`src/rtl/clock_advance_scheduler.sv`:
```
// Round-robin scheduler that lends a single gated emulation clock to one requester
// at a time, holding run_en high for the requested number of cycles.
module clock_advance_scheduler #(
  parameter int NUM_REQ = 4,
  parameter int CNT_W   = 16
) (
  input  logic                        clock,
  input  logic                        reset,
  input  logic [NUM_REQ-1:0]          req_valid,
  input  logic [NUM_REQ*CNT_W-1:0]    req_count,
  input  logic                        abort,
  output logic [NUM_REQ-1:0]          req_ready,
  output logic [NUM_REQ-1:0]          done,
  output logic                        aborted,
  output logic                        run_en,
  output logic                        busy,
  output logic [$clog2(NUM_REQ)-1:0]  active_id,
  output logic [CNT_W-1:0]            remaining
);

  // state | meaning
  // IDLE  | arbitrating; req_ready offered to the round-robin winner
  // RUN   | run_en high, remaining counts down to 1
  // DONE  | one-cycle done pulse to the owner, aborted qualifies it

  localparam int ID_W = $clog2(NUM_REQ);

  typedef enum logic [1:0] {IDLE, RUN, DONE} state_t;

  state_t            state_q, state_d;
  logic [ID_W-1:0]   id_q, id_d;
  logic [ID_W-1:0]   rr_q, rr_d;
  logic [CNT_W-1:0]  rem_q, rem_d;
  logic              ab_q, ab_d;

  logic              win_found;
  logic [ID_W-1:0]   win_id;
  logic [ID_W-1:0]   idx;
  logic [CNT_W-1:0]  win_cnt;

  // search starts just after the last owner so every requester gets a turn
  always_comb begin
    win_found = 1'b0;
    win_id    = '0;
    idx       = '0;
    for (int k = 1; k <= NUM_REQ; k++) begin
      idx = ID_W'((int'(rr_q) + k) % NUM_REQ);
      if (!win_found && req_valid[idx]) begin
        win_found = 1'b1;
        win_id    = idx;
      end
    end
  end

  assign win_cnt = req_count[int'(win_id)*CNT_W +: CNT_W];

  always_comb begin
    req_ready = '0;
    if (!reset && state_q == IDLE && win_found)
      req_ready[win_id] = 1'b1;
  end

  always_comb begin
    state_d = state_q;
    id_d    = id_q;
    rr_d    = rr_q;
    rem_d   = rem_q;
    ab_d    = ab_q;
    case (state_q)
      IDLE: begin
        if (win_found) begin
          id_d = win_id;
          rr_d = win_id;
          ab_d = 1'b0;
          if (win_cnt != '0) begin
            state_d = RUN;
            rem_d   = win_cnt;
          end else begin
            state_d = DONE;
          end
        end
      end
      RUN: begin
        if (abort) begin
          state_d = DONE;
          ab_d    = 1'b1;
          rem_d   = '0;
        end else if (rem_q == CNT_W'(1)) begin
          state_d = DONE;
          rem_d   = '0;
        end else begin
          rem_d = rem_q - CNT_W'(1);
        end
      end
      DONE: begin
        state_d = IDLE;
        id_d    = '0;
        ab_d    = 1'b0;
      end
      default: begin
        state_d = IDLE;
        id_d    = '0;
        rem_d   = '0;
        ab_d    = 1'b0;
      end
    endcase
  end

  always_ff @(posedge clock) begin
    if (reset) begin
      state_q <= IDLE;
      id_q    <= '0;
      rr_q    <= ID_W'(NUM_REQ - 1);
      rem_q   <= '0;
      ab_q    <= 1'b0;
    end else begin
      state_q <= state_d;
      id_q    <= id_d;
      rr_q    <= rr_d;
      rem_q   <= rem_d;
      ab_q    <= ab_d;
    end
  end

  always_comb begin
    done = '0;
    if (state_q == DONE)
      done[id_q] = 1'b1;
  end

  assign run_en    = (state_q == RUN);
  assign busy      = (state_q != IDLE);
  assign aborted   = ab_q;
  assign active_id = id_q;
  assign remaining = rem_q;

endmodule

```
`config.mk`:
```
export PLATFORM = sky130hd
export DESIGN_NAME = clock_advance_scheduler
export DESIGN_NICKNAME = d
export VERILOG_FILES = /design/src/rtl/clock_advance_scheduler.sv
export SDC_FILE = /design/constraint.sdc
export NUM_CORES = 1
export LEC_CHECK = 0
export ABC_AREA = 1
export CORE_UTILIZATION = 40
export DETAILED_ROUTE_END_ITERATION = 6
export GPL_TIMING_DRIVEN = 0
export PLACE_DENSITY = 0.83
export SLEW_MARGIN = 20
export SYNTH_ARGS = -nofsm -noshare
export SYNTH_HDL_FRONTEND = slang
export SYNTH_SLANG_ARGS = --single-unit
```
`constraint.sdc`:
```
create_clock -name clock -period 6.85 [get_ports clock]
set_clock_uncertainty 0.05 [all_clocks]
set_input_delay 1.7125 -clock clock [delete_from_list [all_inputs] [get_ports clock]]
set_output_delay 1.7125 -clock clock [all_outputs]
set_load 0.005 [all_outputs]
```
Yosys cells after proc, flatten, opt, wreduce, memory -nomap -nowiden
Index checks and enable logic that the tools add are counted.
Widths: inputs -> output; s select.
{ "totals": {"register_bits": 23, "latch_bits": 0, "ramBits": 0, "romBits": 0, "inputBits": 71, "out_inout_bits": 29, "mem_count": 0} }
{ "op_classes": {"n_addsub": 5, "mul": 0, "div_mod_pow": 0, "magnitude_cmp": 8, "eq_ne": 7, "shifts": 1, "muxes": 37, "bitwise_logic": 2, "reduce_logical": 19} }
{ "op_table": {"columns": ["operator", "n"], "rows": [
  ["$mux 16", 4],
  ["$shiftx 64x7->16", 1],
  ["$pmux 16 s3", 1],
  ["$lt 2x3->1 const B", 6],
  ["$mux 2", 9],
  ["$eq 16x1->1 const B", 1],
  ["$reduce_bool 16->1", 1],
  ["$sub 16x1->16 const B", 1],
  ["$mux 1", 12],
  ["$bmux 1 s2", 4],
  ["$mux 4", 2],
  ["$pmux 2 s2", 2],
  ["$reduce_and 2->1", 4],
  ["$logic_and 1x1->1", 7],
  ["$add 2x1->2 const B", 2],
  ["$add 2x2->2 const B", 2],
  ["$demux 1 s2", 2],
  ["$ge 2x1->1 const B", 2],
  ["$logic_not 1->1", 4],
  ["$ne 2x2->1 const B", 2],
  ["$ne 3x2->1 const B", 1],
  ["$reduce_and 3->1", 1],
  ["$eq 2x1->1 const B", 1],
  ["$eq 2x2->1 const B", 1],
  ["5 further kinds", 6]
]} }

Depth between registers and ports, before layout
Gate-level depths: netlist of the first run.
{ "depth": {"ltp_word": 18, "ltp_mapped": 24, "ltp_nobuf": 23} }

Worst setup path after synthesis of the first run
OpenSTA, ideal clock, no wires.
{ "synth_timing": {"path_type": "input-to-output", "from": "in req_valid[2]", "to": "out req_ready[0]", "arrival_ps": 2786, "required_ps": 5088, "setup_slack_ps": 2301, "cell_stages": 10, "n_path_buf": 2, "cell_sequence": "nand2_1 nand2_1 nand2_1 nand2_2 inv_2 nand3_4 buf_6 buf_6 nand3_1 nor3_1"} }
{ "synth_between": {"elab_chain_len": 17, "elab_cells_between_ends": 29, "classes_between": "order compare: 2; mux: 19; reduce/logical: 8"} }
{ "synth_lines": {"columns": ["item", "line", "rtl"], "rows": [
  ["start: declaration", "9", "input logic [NUM_REQ-1:0] req_valid,"],
  ["$bmux 1 s2", "48", "if (!win_found && req_valid[idx]) begin"],
  ["$mux 1 (not written as such)", "48", null],
  ["$mux 1", "48", null],
  ["$logic_not 1->1", "48", null],
  ["$logic_and 1x1->1", "48", null],
  ["$mux 1", "48", null],
  ["$logic_not 1->1", "48", null],
  ["$logic_and 1x1->1", "48", null],
  ["$mux 1", "48", null],
  ["$logic_not 1->1", "48", null],
  ["$logic_and 1x1->1", "48", null],
  ["$mux 2", "48", null],
  ["$lt 2x3->1 (not written as such) / $ge 2x1->1 (equally long branches)", "60", "req_ready[win_id] = 1'b1;"],
  ["$logic_and 1x1->1 (not written as such)", "60", null],
  ["$mux 1 (not written as such)", "60", null],
  ["$demux 1 s2", "60", null],
  ["$mux 4 (*)", "59", "if (!reset && state_q == IDLE && win_found)"],
  ["end: declaration", "12", "output logic [NUM_REQ-1:0] req_ready,"]
]} }
Mark *: on every way between the ends. The rest lies on a longest branch, timed or not. The select of a mux whose other input is x is not followed.

Final worst setup path of the first run
{ "layout_timing": {"from": "in req_valid[3]", "to": "out req_ready[0]"} }
Same word-level chain as after synthesis.

==> results.json, run 1 <==
{
  "status": "complete, no violations",
  "holdCritPathClass": "reg2reg",
  "n_fill_cell": 595,
  "vias": 3322,
  "critPathTopFamily": "buffers and inverters",
  "crit_required_ns": 5.09,
  "areaGrowthSynthToFinish_pct": 43.9,
  "antenna_found_initial": 0,
  "placed_area_sq_mm": 0.00367,
  "cp_max_fo": 10,
  "grt_max_degree": 15,
  "p_per_area_mw_per_mm2": 554,
  "ys_seq_area_frac": 0.178,
  "die_w_um": 82.3,
  "avgSynthCellArea_sq_um": 5.56,
  "dieHeight_um": 82.3,
  "wl_per_cell_um": 13.5,
  "ant_nets": 0,
  "finalSetupTns_ns": 0,
  "netlist_instances": 464,
  "grt_use_total": 0.258,
  "cts_tree": "built",
  "worstSetupStartpointType": "primary input",
  "grt_pass1_vias": 3009,
  "row_count": 28,
  "clk_latency_ns": 0.27,
  "clkSinkCount": 23,
  "layout_worst_path_cycle_share": 0.855,
  "path_clk_slew_ns": 0.09,
  "ir_drop_v": 0.000290,
  "synth.distinct_cells": 33,
  "maxCapViolations": 0,
  "arrival_ns": 4.09,
  "slowest_stage": "clkdlybuf4s50_1",
  "hold_slack_ns": 0.452,
  "path_common_cell": "nand2_1",
  "portBuffers": 99,
  "nNetsFinal": 641,
  "max-slew-margin-rel": 0.679,
  "fin_area_sq_mm": 0.00371,
  "cts_buffers": 3,
  "routed_wl_mm": 8.66,
  "cts_htree_levels": 1,
  "hold_buffers": 0,
  "gp_congestion": 0.989,
  "dieArea_sq_mm": 0.00678,
  "cts_root_buffer": "clkbuf_8",
  "worstSetupPathType": "in2out",
  "post-route-util": 0.613,
  "path_cells": "clkdlybuf4s50_1 > nand2_1 > nand2_1 > nand2_1 > nand2_2 > inv_2 > nand3_4 > buf_6 > buf_6 > nand3_1 > nor3_1 > clkdlybuf4s50_1",
  "cellLeakagePower_nw": 1.78,
  "initial_core_util": 0.426,
  "setup_violations": 0,
  "drc": 0,
  "tightest_slew_ns": 0.482,
  "coreArea_sq_mm": 0.00606,
  "fin_crit_ns": 5.86,
  "synth_area_sq_mm": 0.00258,
  "postCtsSetupBuffers": 0,
  "crit_path_end_kind": "output port",
  "worst-path-buf-inv": 5,
  "pin_count": 100,
  "cpPeakStageDelay_ns": 0.55,
  "ctsLongestPathBuffers": 2,
  "rsz0062_at_grt": "false",
  "avgViaCountPerCell": 5.17,
  "insertedDiodeCount": 0,
  "grt-ovfl-total": 0,
  "synth_fp_nets": 537,
  "cts_resized": 0,
  "first_iter_violations": 180,
  "slew_viol_final": 0,
  "grt_pass1_wl_mm": 13.8,
  "ys_warn_count": 0,
  "ys_ff_latch": 23,
  "dr.pass1.iters": 5,
  "finalHoldViolCount": 0,
  "fmax_mhz": 171,
  "hpwlAfterDp_mm": 6.81,
  "drive_gt1_frac": 0.0705
}
-- through the flow --
step           total power [mW]  cells  setup WS [ns]
3_5_place_dp               1.94    638           1.02
3_3_place_gp               1.92    638           1.04
6_report                   2.06    642          0.993
5_1_grt                    2.29    642          0.854
4_1_cts                    2.04    642           1.02
2_1_floorplan              1.47    464           2.30
-- kinds of logic (layout without fill, tap and decap cells) --
family                   Yosys count  after routing  synth area share
adder cells (fa/ha/maj)            2              2           0.00969
flip-flops                        23             23             0.178
buffers and inverters             51            154            0.0950
XOR/XNOR                          12             12            0.0407
AND/OR/NAND/NOR                  336            336             0.590
AO/OA/AOI/OAI                     40             40            0.0858
-- tightest hold or removal path, cell delays in order (launching register included) --
cell and delay [ns]:
dfxtp_1 0.36, a21oi_1 0.05, nor2_1 0.07
-- placed cells by master (no fill, tap or decap) --
cell type	count
buf_6	6
o21ai_0	13
nand2_1	209
or2_2	1
dfxtp_1	23
clkinv_1	2
clkbuf_1	8
nor2_2	1
nor4_1	2
nand2_8	1
nand2_2	6
a21oi_4	1
clkbuf_8	3
a22oi_1	1
xor2_1	9
a21oi_1	21
clkinvlp_4	1
ha_1	2
buf_1	1
inv_2	4
a32o_1	1
xnor2_1	3
nand3_1	24
nor2_1	48
nand2_4	5
nor3_1	10
nand4_1	18
o22ai_1	2
nand3b_1	6
clkdlybuf4s50_1	99
o21ai_1	1
nor2_8	2
inv_1	24
buf_2	5
nand3_4	3
inv_4	1
-- state kept, by name (all words and copies together) (netlist names) --
register and count:
active_id 2, aborted 1, remaining 16, state_q 2
rr_q 2
-- per-layer routing --
metal | part of all wire | wire (um) | GRT usage | vias to the layer above
met5 | 0 | 0 | 0 | -
met4 | 0.0092 | 80 | 0.0596 | 0
met3 | 0.082 | 709 | 0.0319 | 9
met2 | 0.47 | 4100 | 0.466 | 132
met1 | 0.43 | 3760 | 0.324 | 1489
li1 | - | - | - | 1692
-- area by class of cell --
type / instances / area [sq um] / share of cell area
tap: 75 / 93.8 / 0.0253
sequential: 23 / 460 / 0.124
clock inverter: 1 / 7.51 / 0.00202
timing repair buffer: 99 / 991 / 0.267
clock buffer: 3 / 41.3 / 0.0111
inverter: 31 / 119 / 0.0320
multi-input combinational: 390 / 1880 / 0.505
buffer: 20 / 126 / 0.0340
-- final timing paths --
path | start | end | slack (ns) | cells after the start
worst min-delay path | aborted | aborted | 0.45 | 2
worst max-delay path | req_valid[3] | req_ready[0] | 0.99 | 12
worst max register to register | rr_q[1] | remaining[12] | 3.94 | 22
worst min register to register | aborted | aborted | 0.45 | 2
-- synthesized netlist by cell type --
cell type  count  area share
dfxtp_1       23        0.18
o21ai_0       13       0.025
clkinv_1       2      0.0029
inv_1         24       0.035
nor3_1        10       0.019
buf_2          5      0.0097
inv_4          1      0.0024
a21oi_1       21       0.041
nor2_2         1      0.0024
nor2_1        48       0.070
nand3_4        3       0.020
nand2_2        6       0.015
or2_2          1      0.0024
nand2_8        1      0.0078
buf_6          6       0.026
a21oi_4        1      0.0063
xor2_1         9       0.031
ha_1           2      0.0097
nand4_1       18       0.044
clkbuf_1       8       0.012
nand3_1       24       0.047
buf_1          1      0.0015
o21ai_1        1      0.0019
nor2_8         2       0.016
nor4_1         2      0.0048
a22oi_1        1      0.0029
a32o_1         1      0.0039
xnor2_1        3       0.010
nand2_4        5       0.022
inv_2          4      0.0058
o22ai_1        2      0.0048
nand3b_1       6       0.017
nand2_1      209        0.30
-- where the power goes --
group | switching (mW) | total [mW] | leakage (nW) | internal [mW]
combinational | 1.08 | 1.73 | 1.57 | 0.646
clock | 0.0494 | 0.0907 | 0.0217 | 0.0413
sequential | 0.0544 | 0.240 | 0.190 | 0.185
Note: power is estimated with default switching activity, not from simulation.
==> inputs of run 2 (changes only) <==
HOLD_SLACK_MARGIN = 0.1   (was not set)
==> results of run 2 <==
Final layout, timing and power as in run 1 (identical DEF).
